## src/rtl/rs_scheduler_age_if.sv

```systemverilog
`default_nettype none
// ============================================================================
//  Module      : rs_scheduler_age_if
//  Description : Dispatch / wakeup / issue / flush bundle between the
//                reservation-station scheduler and its environment.
//                slave  = scheduler side, master = pipeline / driver side.
//  Revision    : 1.0  initial release
// ============================================================================
interface rs_scheduler_age_if #(
    parameter int RS_ENTRIES = 8,
    parameter int NUM_FUS    = 4,
    parameter int PAYLOAD_W  = 32
);
    localparam int c_TAGS  = RS_ENTRIES * NUM_FUS;
    localparam int c_TAG_W = $clog2(c_TAGS);
    localparam int c_IDX_W = $clog2(RS_ENTRIES);
    localparam int c_OCC_W = c_IDX_W + 1;

    logic                  disp_valid;
    logic                  disp_ready;
    logic [c_TAGS-1:0]     disp_dep_mask;
    logic [PAYLOAD_W-1:0]  disp_payload;
    logic [c_TAG_W-1:0]    disp_tag;
    logic [c_TAGS-1:0]     wakeup_mask;
    logic                  issue_valid;
    logic                  issue_ready;
    logic [c_IDX_W-1:0]    issue_idx;
    logic [PAYLOAD_W-1:0]  issue_payload;
    logic [RS_ENTRIES-1:0] local_ready_mask;
    logic                  flush;
    logic [c_OCC_W-1:0]    occupancy;

    modport slave (
        input  disp_valid, disp_dep_mask, disp_payload, wakeup_mask,
               issue_ready, flush,
        output disp_ready, disp_tag, issue_valid, issue_idx, issue_payload,
               local_ready_mask, occupancy
    );

    modport master (
        output disp_valid, disp_dep_mask, disp_payload, wakeup_mask,
               issue_ready, flush,
        input  disp_ready, disp_tag, issue_valid, issue_idx, issue_payload,
               local_ready_mask, occupancy
    );
endinterface
`default_nettype wire

```

## src/rtl/rs_scheduler_age.sv

```systemverilog
`default_nettype none
// ============================================================================
//  Module      : rs_scheduler_age
//  Description : Single reservation station feeding one functional unit.
//                Tracks per-entry dependency masks over the global tag space,
//                wakes entries from a completion broadcast (with same-cycle
//                bypass at dispatch), supports flush, and selects one ready
//                entry per cycle for register read.
//  Options     : SCHED_AGE_ORDER_EN - when defined, an age matrix is kept and
//                select is oldest-ready-first; otherwise select is the
//                lowest-index ready entry.
//  Revision    : 1.0  initial release
// ============================================================================
module rs_scheduler_age #(
    parameter int RS_ENTRIES = 8,
    parameter int NUM_FUS    = 4,
    parameter int FU_ID      = 0,
    parameter int PAYLOAD_W  = 32
) (
    input  logic               clk,
    input  logic               rst,
    rs_scheduler_age_if.slave  bus
);
    localparam int c_TAGS  = RS_ENTRIES * NUM_FUS;
    localparam int c_TAG_W = $clog2(c_TAGS);
    localparam int c_IDX_W = $clog2(RS_ENTRIES);
    localparam int c_OCC_W = c_IDX_W + 1;

    // Global tag of slot 0; slot i owns tag c_TAG_BASE + i.
    localparam logic [c_TAG_W-1:0] c_TAG_BASE = c_TAG_W'(FU_ID * RS_ENTRIES);

    // ------------------------------------------------------------------
    // Entry state
    // ------------------------------------------------------------------
    logic [RS_ENTRIES-1:0] r_valid;
    logic [c_TAGS-1:0]     r_dep     [RS_ENTRIES];
    logic [PAYLOAD_W-1:0]  r_payload [RS_ENTRIES];

    logic [RS_ENTRIES-1:0] w_ready;
    logic [RS_ENTRIES-1:0] w_sel_onehot;
    logic [c_IDX_W-1:0]    w_sel_idx;
    logic                  w_any_ready;
    logic                  w_has_free;
    logic [c_IDX_W-1:0]    w_free_idx;
    logic [c_OCC_W-1:0]    w_occ;
    logic                  w_disp_ready;
    logic                  w_disp_fire;
    logic                  w_issue_fire;

    // An entry is ready when it holds an instruction whose dependencies
    // have all been seen on the completion broadcast.
    generate
        for (genvar gi = 0; gi < RS_ENTRIES; gi++) begin : g_ready
            assign w_ready[gi] = r_valid[gi] && (r_dep[gi] == '0);
        end
    endgenerate

    assign w_any_ready = |w_ready;

    // Lowest-index free slot receives the next dispatch.
    always_comb begin
        w_has_free = 1'b0;
        w_free_idx = '0;
        for (int i = RS_ENTRIES - 1; i >= 0; i--) begin
            if (!r_valid[i]) begin
                w_has_free = 1'b1;
                w_free_idx = c_IDX_W'(i);
            end
        end
    end

    // Occupancy is the population count of valid entries.
    always_comb begin
        w_occ = '0;
        for (int i = 0; i < RS_ENTRIES; i++) begin
            w_occ = w_occ + c_OCC_W'(r_valid[i]);
        end
    end

    // A free slot exists exactly when occupancy is below capacity; flush
    // blocks new work in its own cycle, and a same-cycle issue is not
    // counted as freeing a slot.
    assign w_disp_ready = w_has_free && !bus.flush;
    assign w_disp_fire  = bus.disp_valid && w_disp_ready;
    assign w_issue_fire = w_any_ready && bus.issue_ready && !bus.flush;

`ifdef SCHED_AGE_ORDER_EN
    // ------------------------------------------------------------------
    // Age matrix: r_age[i][j] = 1 means entry i is older than entry j.
    // Every pair of valid entries is ordered because the younger one set
    // its column against all entries valid at its dispatch.
    // ------------------------------------------------------------------
    logic [RS_ENTRIES-1:0] r_age [RS_ENTRIES];

    // On dispatch to slot k: k is younger than every currently valid entry.
    always_ff @(posedge clk) begin
        if (rst) begin
            for (int i = 0; i < RS_ENTRIES; i++) begin
                r_age[i] <= '0;
            end
        end else if (w_disp_fire) begin
            for (int i = 0; i < RS_ENTRIES; i++) begin
                for (int j = 0; j < RS_ENTRIES; j++) begin
                    if (w_free_idx == c_IDX_W'(i)) begin
                        r_age[i][j] <= 1'b0;
                    end else if (w_free_idx == c_IDX_W'(j)) begin
                        r_age[i][j] <= r_valid[i];
                    end
                end
            end
        end
    end

    // Pick the ready entry that no other ready entry is older than.
    always_comb begin
        w_sel_onehot = '0;
        for (int i = 0; i < RS_ENTRIES; i++) begin
            w_sel_onehot[i] = w_ready[i];
            for (int j = 0; j < RS_ENTRIES; j++) begin
                if ((j != i) && w_ready[j] && r_age[j][i]) begin
                    w_sel_onehot[i] = 1'b0;
                end
            end
        end
    end
`else
    // Fixed priority: the lowest-index ready entry wins.
    always_comb begin
        w_sel_onehot = '0;
        for (int i = RS_ENTRIES - 1; i >= 0; i--) begin
            if (w_ready[i]) begin
                w_sel_onehot    = '0;
                w_sel_onehot[i] = 1'b1;
            end
        end
    end
`endif

    // One-hot selection to slot index; zero when nothing is ready.
    always_comb begin
        w_sel_idx = '0;
        for (int i = 0; i < RS_ENTRIES; i++) begin
            if (w_sel_onehot[i]) begin
                w_sel_idx = c_IDX_W'(i);
            end
        end
    end

    // Valid bits and dependency masks: flush empties the station, issue
    // frees the selected slot, dispatch fills the free slot, and every
    // completion broadcast clears matching dependency bits (including the
    // one arriving alongside a dispatch).
    always_ff @(posedge clk) begin
        if (rst) begin
            r_valid <= '0;
            for (int i = 0; i < RS_ENTRIES; i++) begin
                r_dep[i] <= '0;
            end
        end else if (bus.flush) begin
            r_valid <= '0;
            for (int i = 0; i < RS_ENTRIES; i++) begin
                r_dep[i] <= '0;
            end
        end else begin
            for (int i = 0; i < RS_ENTRIES; i++) begin
                if (w_disp_fire && (w_free_idx == c_IDX_W'(i))) begin
                    r_valid[i] <= 1'b1;
                    r_dep[i]   <= bus.disp_dep_mask & ~bus.wakeup_mask;
                end else begin
                    if (w_issue_fire && (w_sel_idx == c_IDX_W'(i))) begin
                        r_valid[i] <= 1'b0;
                    end
                    r_dep[i] <= r_dep[i] & ~bus.wakeup_mask;
                end
            end
        end
    end

    // Payload storage is captured at dispatch and otherwise held.
    always_ff @(posedge clk) begin
        if (rst) begin
            for (int i = 0; i < RS_ENTRIES; i++) begin
                r_payload[i] <= '0;
            end
        end else if (w_disp_fire) begin
            for (int i = 0; i < RS_ENTRIES; i++) begin
                if (w_free_idx == c_IDX_W'(i)) begin
                    r_payload[i] <= bus.disp_payload;
                end
            end
        end
    end

    // ------------------------------------------------------------------
    // Outputs (combinational from state; selection is stable while the
    // state does not change)
    // ------------------------------------------------------------------
    assign bus.disp_ready       = w_disp_ready;
    assign bus.disp_tag         = c_TAG_BASE + c_TAG_W'(w_free_idx);
    assign bus.issue_valid      = w_any_ready;
    assign bus.issue_idx        = w_sel_idx;
    assign bus.issue_payload    = w_any_ready ? r_payload[w_sel_idx] : '0;
    assign bus.local_ready_mask = w_ready;
    assign bus.occupancy        = w_occ;

endmodule
`default_nettype wire

```

## src/flat_wrapper.sv

```systemverilog
// flat-port wrapper written by rule: the top's interface ports become plain ports
module rs_scheduler_age_flat 
#(
    parameter int RS_ENTRIES = 8,
    parameter int NUM_FUS    = 4,
    parameter int FU_ID      = 0,
    parameter int PAYLOAD_W  = 32
)
  (clk, rst, bus_disp_valid, bus_disp_dep_mask, bus_disp_payload, bus_wakeup_mask, bus_issue_ready, bus_flush, bus_disp_ready, bus_disp_tag, bus_issue_valid, bus_issue_idx, bus_issue_payload, bus_local_ready_mask, bus_occupancy);
  rs_scheduler_age_if #(.RS_ENTRIES(RS_ENTRIES), .NUM_FUS(NUM_FUS), .PAYLOAD_W(PAYLOAD_W)) bus_i ();
  input  logic clk;
  input  logic rst;
  input wire logic [$bits(bus_i.disp_valid)-1:0] bus_disp_valid;
  input wire logic [$bits(bus_i.disp_dep_mask)-1:0] bus_disp_dep_mask;
  input wire logic [$bits(bus_i.disp_payload)-1:0] bus_disp_payload;
  input wire logic [$bits(bus_i.wakeup_mask)-1:0] bus_wakeup_mask;
  input wire logic [$bits(bus_i.issue_ready)-1:0] bus_issue_ready;
  input wire logic [$bits(bus_i.flush)-1:0] bus_flush;
  output wire logic [$bits(bus_i.disp_ready)-1:0] bus_disp_ready;
  output wire logic [$bits(bus_i.disp_tag)-1:0] bus_disp_tag;
  output wire logic [$bits(bus_i.issue_valid)-1:0] bus_issue_valid;
  output wire logic [$bits(bus_i.issue_idx)-1:0] bus_issue_idx;
  output wire logic [$bits(bus_i.issue_payload)-1:0] bus_issue_payload;
  output wire logic [$bits(bus_i.local_ready_mask)-1:0] bus_local_ready_mask;
  output wire logic [$bits(bus_i.occupancy)-1:0] bus_occupancy;
  assign bus_i.disp_valid = bus_disp_valid;
  assign bus_i.disp_dep_mask = bus_disp_dep_mask;
  assign bus_i.disp_payload = bus_disp_payload;
  assign bus_i.wakeup_mask = bus_wakeup_mask;
  assign bus_i.issue_ready = bus_issue_ready;
  assign bus_i.flush = bus_flush;
  assign bus_disp_ready = bus_i.disp_ready;
  assign bus_disp_tag = bus_i.disp_tag;
  assign bus_issue_valid = bus_i.issue_valid;
  assign bus_issue_idx = bus_i.issue_idx;
  assign bus_issue_payload = bus_i.issue_payload;
  assign bus_local_ready_mask = bus_i.local_ready_mask;
  assign bus_occupancy = bus_i.occupancy;
  rs_scheduler_age #(.RS_ENTRIES(RS_ENTRIES), .NUM_FUS(NUM_FUS), .FU_ID(FU_ID), .PAYLOAD_W(PAYLOAD_W)) u_core (.clk(clk), .rst(rst), .bus(bus_i));
endmodule
```

## config.mk

```make
export PLATFORM = sky130hd
export DESIGN_NAME = rs_scheduler_age_flat
export DESIGN_NICKNAME = d
export VERILOG_FILES = /design/src/rtl/rs_scheduler_age_if.sv /design/src/rtl/rs_scheduler_age.sv /design/src/flat_wrapper.sv
export SDC_FILE = /design/constraint.sdc
export NUM_CORES = 1
export LEC_CHECK = 0
export ABC_CLOCK_PERIOD_IN_PS = 3900
export CAP_MARGIN = 25
export CORE_MARGIN = 5
export CORE_UTILIZATION = 40
export CTS_CLUSTER_SIZE = 12
export DETAILED_ROUTE_END_ITERATION = 12
export PLACE_DENSITY = 0.68
export REMOVE_ABC_BUFFERS = 1
export SLEW_MARGIN = 40
export SYNTH_ARGS = -nofsm -noshare
export SYNTH_HDL_FRONTEND = slang
export SYNTH_SLANG_ARGS = --single-unit
```

## constraint.sdc

```tcl
create_clock -name clk -period 3.9 [get_ports clk]
set_input_delay 0.78 -clock clk [delete_from_list [all_inputs] [get_ports clk]]
set_output_delay 0.78 -clock clk [all_outputs]
set_load 0.1 [all_outputs]
```

==> flow_metrics.tcl <==
set metrics [dict create \
    status "finished with violations" \
    violations "negative setup slack" \
    vias 18400 \
    path_cells "nor4_2 > buf_4 > nand4_1 > or4_4 > clkinv_4 > o21ai_4 > nor2_4 > buf_4 > a211oi_2 > or3b_1 > o211ai_1 > buf_4 > buf_12" \
    setup_ws_ns -0.600 \
    synthCells 2060 \
    drive_gt1_share_pct 20.5 \
    max_freq_ghz 0.222 \
    die_y_um 257 \
    critPathCaptureType "output pin" \
    gp_congestion 0.828 \
    rsz0062_at_grt "true" \
    p_per_area_mw_per_mm2 385 \
    synth_edf_count 512 \
    crit_type "reg2out" \
    clkSinkCount 520 \
    crit_slowest_cell "or4_4" \
    critical_path.max_stage_delay_ns 0.63 \
    first_pass_iters 5 \
    wl_mm 72.7 \
    synth.area.top_cells "edfxtp_1 63%, nor2_1 5.9%, mux2i_1 4.1%" \
    final_antenna_net_count 0 \
    path_common_cell "buf_4" \
    avgSynthCellArea_sq_um 11.9 \
    p_leak_nw 12.0 \
    ios 155 \
    maxCapViolCount 0 \
    rows 90 \
    synth_common_cells "512 x edfxtp_1, 384 x nor2_1, 164 x nor3_1, 131 x clkbuf_1, 100 x mux2i_1" \
    cp.arrival_ns 3.72 \
    post-synth-top-count-cell "edfxtp_1" \
    ys_warn_count 0 \
    portBuffers 152 \
    remaining_drc_errors 0 \
    start_kind "flip-flop" \
    cts_root_buf "clkbuf_16" \
    synth_cell_types 61 \
    grt_pass1_wl_mm 108 \
    hold_class "reg2reg" \
    pre_cts_ws_ns -0.390 \
    seq_area_frac_synth_pct 63.5 \
    place_hpwl_mm 46.0 \
    grt_antenna_before_repair 5 \
    cts_tree "done" \
    drt_iter0_drc 1696 \
    yosys.area.top_type "edfxtp_1" \
    ir_drop_mv 0.347 \
    clk_latency_ns 0.62 \
    ys.flop_type "edfxtp_1" \
    period_minus_slack_ns 4.50 \
    p_total_mw 12.3 \
    fin_nets 2617 \
    die_x_um 257 \
    syn_to_final_growth_pct 31.1 \
    core_sq_mm 0.0605 \
    maxSlewHeadroom_pct 43.2 \
    antenna_cells 0 \
    cts_buffers 55 \
    grtUsageTotal_pct 20.7 \
    die_area_sq_mm 0.0662 \
    min_period_over_period_pct 115 \
    netlist_area_sq_mm 0.0245 \
    grt_start_max_net_pins 79 \
    async_reset_ff_share_pct 0 \
    final_max_slew_viol_count 0 \
    wire_per_inst_um 21.9 \
    overflow 0 \
    clkTransAtPathRegs_ns 0.06 \
    first_global_vias 18200 \
    hold_viol_final 0 \
    worst_pin_slew_ns 0.853 \
    required_ns 3.12 \
    crit_fanout 5 \
    ys_seq_elements 520 \
    synth_top_area_share_pct 62.9 \
    setup_violations 38 \
    fin_skew_ns 0.0195 \
    vias_per_cell 5.53 \
    ctsLongestPathBuffers 3 \
    start_util_pct 40.4 \
    htree_levels 2 \
]
## state kept, by name, indices dropped and copies added (netlist names)
register	cells
u_core.r_payload	256
u_core.r_dep	256
u_core.r_valid	8
## layer usage
metal	part of all wire, %	global-route usage, %	up-vias
met4	2.7	6.25	8
met3	7.7	3.84	144
met1	39	26.6	9187
met5	0.077	0	-
li1	-	-	8319
met2	50	36.0	750
## cells in the final DEF, fill, tap and decap left out, drive strengths merged, types with 3 or more instances in the layout
cell type / count
a21oi: 82
conb: 258
clkbuf: 72
nand3b: 3
nand2b: 44
bufinv: 3
ha: 3
nand3: 19
clkinv: 21
edfxtp: 512
o22ai: 29
o22a: 3
nor4: 48
nor4b: 8
or4: 7
or3: 10
buf: 240
a22oi: 79
inv: 52
nand2: 40
nor2b: 4
nor3b: 66
o221ai: 59
dfxtp: 8
fa: 4
mux2: 29
clkdlybuf4s50: 98
nor2: 385
nand4: 11
o21ai: 41
a211oi: 20
mux2i: 100
nor3: 165
## metrics by stage
step	hold slack (ns)	instance area, sq um	TNS (ns)	instances	util, %
detailed placement	0.608	28800	-9.56	3196	47.6
global route	0.639	32100	-23.64	3328	53.0
finish	0.618	32100	-19.16	3328	53.0
floorplan	0.482	24500	-594.68	2111	-
CTS	0.623	31200	-19.60	3316	51.6
global placement	0.588	28800	-7.76	3196	47.6
## logic make-up (layout without fill, tap and decap cells)
family                   Yosys count  in the layout  synth area share, %
XOR/XNOR                           1              1               0.0358
multiplexers                     129            129                 5.43
AND/OR/NAND/NOR                  819            819                 16.5
other                              2            258               0.0307
adder cells (fa/ha/maj)            7              7                0.481
buffers and inverters            258            488                 4.37
AO/OA/AOI/OAI                    324            324                 9.66
flip-flops                       520            520                 63.5
## power breakdown
group	internal (mW)	switching, mW
clock network	2.85	2.16
registers	6.41	0.138
logic	0.275	0.509
total	9.53	2.81
## final timing paths
check,end,depth (start not counted),slack (ns),startpoint
worst min-delay path,u_core.r_dep[3][36],2,0.62,u_core.r_dep[3][36]
worst max register to register,u_core.r_valid[5],12,0.93,u_core.r_dep[0][58]
worst min register to register,u_core.r_dep[3][36],2,0.62,u_core.r_dep[3][36]
worst max-delay path,bus_issue_payload[30],13,-0.60,u_core.r_dep[0][58]
## cell type report
cell class / instances / area (sq um)
fillers: 5066 / 28400
clock buffers: 69 / 1470
inverters: 53 / 206
flip-flops and latches: 520 / 15500
clock inverters: 25 / 206
repair buffers: 341 / 3770
multi-input cells: 1538 / 9880
well taps: 782 / 978
## worst max-delay path, delay by kind of cell, from the launching register on
family	cells	cell delay (ns)
AOI/OAI and AO/OA	3	0.24
buffers and inverters	5	0.77
DFF	1	0.40
and+or+nand+nor	5	1.69
## what timing repair did
action                                 in CTS  in global routing
gates resized for setup                   105                141
hold buffers                                0                  0
gates cloned                                2                  2
setup endpoints to repair                  41                 40
pin swaps                                  22                 43
buffers inserted                           25                 12
endpoints found under the hold margin       0                  0
No activity file was read; power rests on OpenSTA's default activity.
==> variant 1, RTL diff (config.mk and constraints unchanged) <==
Build with the macro `SCHED_AGE_ORDER_EN` defined.
--- a/src/rtl/rs_scheduler_age.sv
+++ b/src/rtl/rs_scheduler_age.sv
@@ -13,2 +13,4 @@
 // ============================================================================
+`define SCHED_AGE_ORDER_EN
+
 module rs_scheduler_age #(
Function: not settled (the Yosys comparison gave no result); the edit may change what the design does.
==> variant 1 against the unedited design <==
The flow still finishes with violations (negative setup slack); total power up 8.4%; synthesized area rose by 9.9%; sequential share of layout area increased by 0.63 points; routed wire length grew 15%; count of clock-buffer cells in the layout increased by 6; clock power up 8.6%; design area up 8.1%; sequential cell count rose by 49; setup slack worse by 620 ps; critical endpoint is now bus_issue_payload[19]; largest cell class unchanged; largest power group unchanged.
==> variant 1: results (changes against the unedited design) <==
outcome complete, but fails checks (unchanged); failing checks negative setup slack (unchanged); Pleak 0.0129 uW (was 0.0120 uW); setup TNS after final layout -40480 ps (was -19160 ps); largest net degree at the start of global routing 108 (was 79); Vias 21300 (was 18400); Slowest-stage cell, CP edfxtp_1 (was or4_4); slowest cell delay on critical path 430 ps (was 630 ps); Syn Inst Count 2420 (was 2060); Final Cell Area 34600 sq um (was 32100 sq um); skew final 14.6 ps (was 19.5 ps); final setup margin -1220 ps (was -600 ps); CTS Buf Count 60 (was 55); seq pwr 7130 uW (was 6550 uW); Final Setup Violations 39 (was 38); Post-synth top cells 561 x edfxtp_1, 353 x nand2_1, 294 x nor2_1 (was 512 x edfxtp_1, 384 x nor2_1, 164 x nor3_1); Power Total 13400 uW (was 12300 uW); Critical R2R Launch u_core.r_dep[0][167] (was u_core.r_dep[0][58]); dpl cell area 32200 sq um (was 28800 sq um); register area share after synthesis 63.3% (was 63.5%); final WL 83600 microns (was 72700 microns); FILL cells 5860 (was 5066); initial DRC count 2344 (was 1696); Setup WS pre-CTS -894 ps (was -390 ps); initial antenna violation count 1 (was 5); top cells by area, synth edfxtp_1 63%, nand2_1 4.9%, a21oi_1 4.4% (was edfxtp_1 63%, nor2_1 5.9%, mux2i_1 4.1%); Internal 10400 uW (was 9530 uW); family with the most delay on the worst path compound AO/OA/AOI/OAI gates (was simple AND/OR/NAND/NOR gates); Setup crit start u_core.r_dep[0][52] (was u_core.r_dep[0][58])
[variant 1: changes by cell type after synthesis, moves of 31 or more]
cell / before / now
nor2_1: 384 / 294
o21ai_0: 33 / 2
edfxtp_1: 512 / 561
a21oi_1: 81 / 235
nand3_1: 19 / 50
a21o_1: 2 / 33
nor3_1: 164 / 87
nand2_1: 40 / 353
a22oi_1: 79 / 31
[variant 1: path summary, 6_finish.rpt]
check	slack, ps	to	cells past startpoint
worst max-delay path	-1220	bus_issue_payload[19]	16
worst min-delay path	610	u_core.r_dep[0][108]	2
worst max register to register	240	u_core.r_valid[1]	16
worst min register to register	610	u_core.r_dep[0][108]	2
[variant 1: repair_timing]
action	CTS	global route
pin swaps	31	15
gates resized for setup	59	26
setup buffers	9	8
hold buffers	0	0
setup endpoints to repair	40	42
cloned	3	3
[variant 1: cells by family (layout without fill, tap and decap cells)]
logic type      Yosys count  in the layout  synth area share, %
fa+ha+maj                 7              7                0.438
buf+inv                 268            579                 4.09
mux                      92             92                 3.43
other cells               2            259               0.0279
xor+xnor                  1              1               0.0326
simple gates           1033           1033                 17.9
flops                   569            569                 63.3
compound gates          448            448                 10.8
[variant 1: final cells by class]
cell class / count / share of cell area (%)
clock inverters: 25 / 0.639
well taps: 873 / 3.15
multi-input cells: 1839 / 29.2
flip-flops and latches: 569 / 49.1
inverters: 70 / 0.780
diodes: 1 / 0.00722
repair buffers: 409 / 12.6
clock buffers: 75 / 4.56
[variant 1: routing by layer]
metal / up-vias / track usage, % / routed length (microns) / part of all wire (%)
met5: - / 0 / 0 / 0
met4: 0 / 7.44 / 2510 / 3.0
met3: 157 / 3.95 / 7470 / 8.9
met2: 1040 / 37.7 / 40500 / 48
met1: 10400 / 29.4 / 33100 / 40
li1: 9673 / - / - / -
==> variant 2, RTL diff (config.mk and constraints unchanged) <==
Without the edit above. `PAYLOAD_W` is set to 32 in 3 places; all go to 36.
--- a/src/rtl/rs_scheduler_age_if.sv
+++ b/src/rtl/rs_scheduler_age_if.sv
@@ -11,3 +11,3 @@
     parameter int NUM_FUS    = 4,
-    parameter int PAYLOAD_W  = 32
+    parameter int PAYLOAD_W  = 36
 );
--- a/src/rtl/rs_scheduler_age.sv
+++ b/src/rtl/rs_scheduler_age.sv
@@ -17,3 +17,3 @@
     parameter int FU_ID      = 0,
-    parameter int PAYLOAD_W  = 32
+    parameter int PAYLOAD_W  = 36
 ) (
--- a/src/flat_wrapper.sv
+++ b/src/flat_wrapper.sv
@@ -6,3 +6,3 @@
     parameter int FU_ID      = 0,
-    parameter int PAYLOAD_W  = 32
+    parameter int PAYLOAD_W  = 36
 )
Ports: changed (resized bus_disp_payload and bus_issue_payload); port bits go from 155 to 163. The function was not compared with the original's and may differ.
==> variant 2 against the unedited design <==
The run still ends with negative setup slack left; clock skew fell by 8.6 ps; global-route usage fell by 0.067 points; count of clock-buffer cells in the layout rose by 8; final cell count rose by 4.4%; register-to-register slack got worse by 120 ps; design area rose by 5.5%; sequential cell count rose by 32; critical path type unchanged; synthesized area rose by 5.3%; routed wire length rose by 3.9%; total power rose by 3.8%; setup slack got worse by 58 ps; sequential power rose by 6.1%.
==> variant 2: results (changes against the unedited design) <==
outcome complete, but fails checks (unchanged); failing checks negative setup slack (unchanged); Met3 Wirelength 6380 microns (was 5620 microns); DR top layer met4 (was met5); met3 global-route usage 3.98% (was 3.84%); Port-buffer cells 160 (was 152); met2 routed WL 37100 microns (was 36700 microns); skew final 10.8 ps (was 19.5 ps); setup TNS after final layout -22190 ps (was -19160 ps); met2 usage 34.8% (was 36.0%); Final Setup Violations 41 (was 38); First-pass DRT Iterations 7 (was 5); top cells by area, synth edfxtp_1 63%, mux2i_1 6.4%, nor2_1 5.0% (was edfxtp_1 63%, nor2_1 5.9%, mux2i_1 4.1%); Slew HR 54.0% (was 43.2%); FILL cells 5263 (was 5066); DP Wirelength 47300 microns (was 46000 microns); final setup margin -659 ps (was -600 ps); Cell variety after synth 56 (was 61); register area share after synthesis 64.0% (was 63.5%); hold endpoint u_core.r_dep[3][16] (was u_core.r_dep[3][36]); routing usage on met1 27.0% (was 26.6%); share of cells above drive strength 1 19.4% (was 20.5%); Total Routing Usage GR 20.7% (about the same); Avg WL per Cell 21.8 microns (was 21.9 microns); FF-to-FF End u_core.r_valid[6] (was u_core.r_valid[5]); Post-synth EDFFs 544 (was 512); largest net degree at the start of global routing 100 (was 79); Final nets 2689 (was 2617); Regs by FF count u_core.r_payload: 288 flops, u_core.r_dep: 256 flops, u_core.r_valid: 8 flops (was u_core.r_dep: 256 flops, u_core.r_payload: 256 flops, u_core.r_valid: 8 flops); placer congestion estimate 0.840 (was 0.828); final WL 75600 microns (was 72700 microns); R2R depth 14 (was 12); placed cells 3332 (was 3196); R2R setup slack 810 ps (was 930 ps); peak supply drop 0.000340 V (was 0.000347 V); Post-synth top cells 544 x edfxtp_1, 346 x nor2_1, 181 x nor3_1 (was 512 x edfxtp_1, 384 x nor2_1, 164 x nor3_1); dpl cell area 30400 sq um (was 28800 sq um); Pleak 0.0126 uW (was 0.0120 uW); Syn Inst Count 2117 (was 2060); Setup WS pre-CTS -567 ps (was -390 ps); first-pass GRT wire length 114000 microns (was 108000 microns); initial DRC count 2023 (was 1696)
==> variant 2: logic make-up after synthesis <==
family,share of synthesized area (%)
and+or+nand+nor,15.3
AOI/OAI and AO/OA,9.32
xor gates and xnor gates,0.0340
buffers and inverters,4.26
muxes,6.55
DFF,64.0
adders and majority gates,0.457
other,0.0292
==> variant 2: power by group <==
group / internal [uW] / switching (uW)
Combinational: 292 / 532
Clock: 2790 / 2250
Sequential: 6800 / 147
Total: 9890 / 2920
==> variant 2: final cells by class <==
type                            instances  area (sq um)  area share [%]
Clock inverter                         22           173           0.511
Clock buffer                           77          1490            4.41
Multi-Input combinational cell       1555         10300            30.4
Tap cell                              855          1070            3.16
Inverter                               56           229           0.677
Sequential cell                       552         16500            48.8
Timing Repair Buffer                  356          4080            12.1
==> variant 2: worst max path at each step <==
stage	from	endpoint	slack, ps	cells past startpoint
after floorplan	u_core.r_valid[1]	bus_issue_payload[14]	-6470	8
after global placement	u_core.r_dep[3][1]	bus_issue_payload[19]	-460	15
after detailed placement	u_core.r_dep[3][1]	bus_issue_payload[23]	-570	15
after CTS	u_core.r_dep[3][47]	bus_issue_payload[25]	-640	14
after global routing	u_core.r_dep[2][44]	bus_issue_payload[34]	-780	13
final	u_core.r_dep[1][5]	bus_issue_payload[28]	-660	13
==> variant 2: worst max-delay path: stages (launching register included) <==
cell,delay (ps)
edfxtp_1,430
nor4_4,330
buf_4,160
nand4_1,220
nor3_4,390
or2_4,220
o21ai_4,70
or3_4,420
buf_12,170
buf_16,140
o22ai_2,100
a211o_1,180
o221ai_2,130
buf_12,190
==> variant 2: what timing repair did <==
action / 4_1_cts / 5_1_grt
pin swaps: 84 / 33
resized for setup: 185 / 58
gates cloned: 6 / 2
buffers inserted: 28 / 12
setup endpoints to repair: 44 / 42
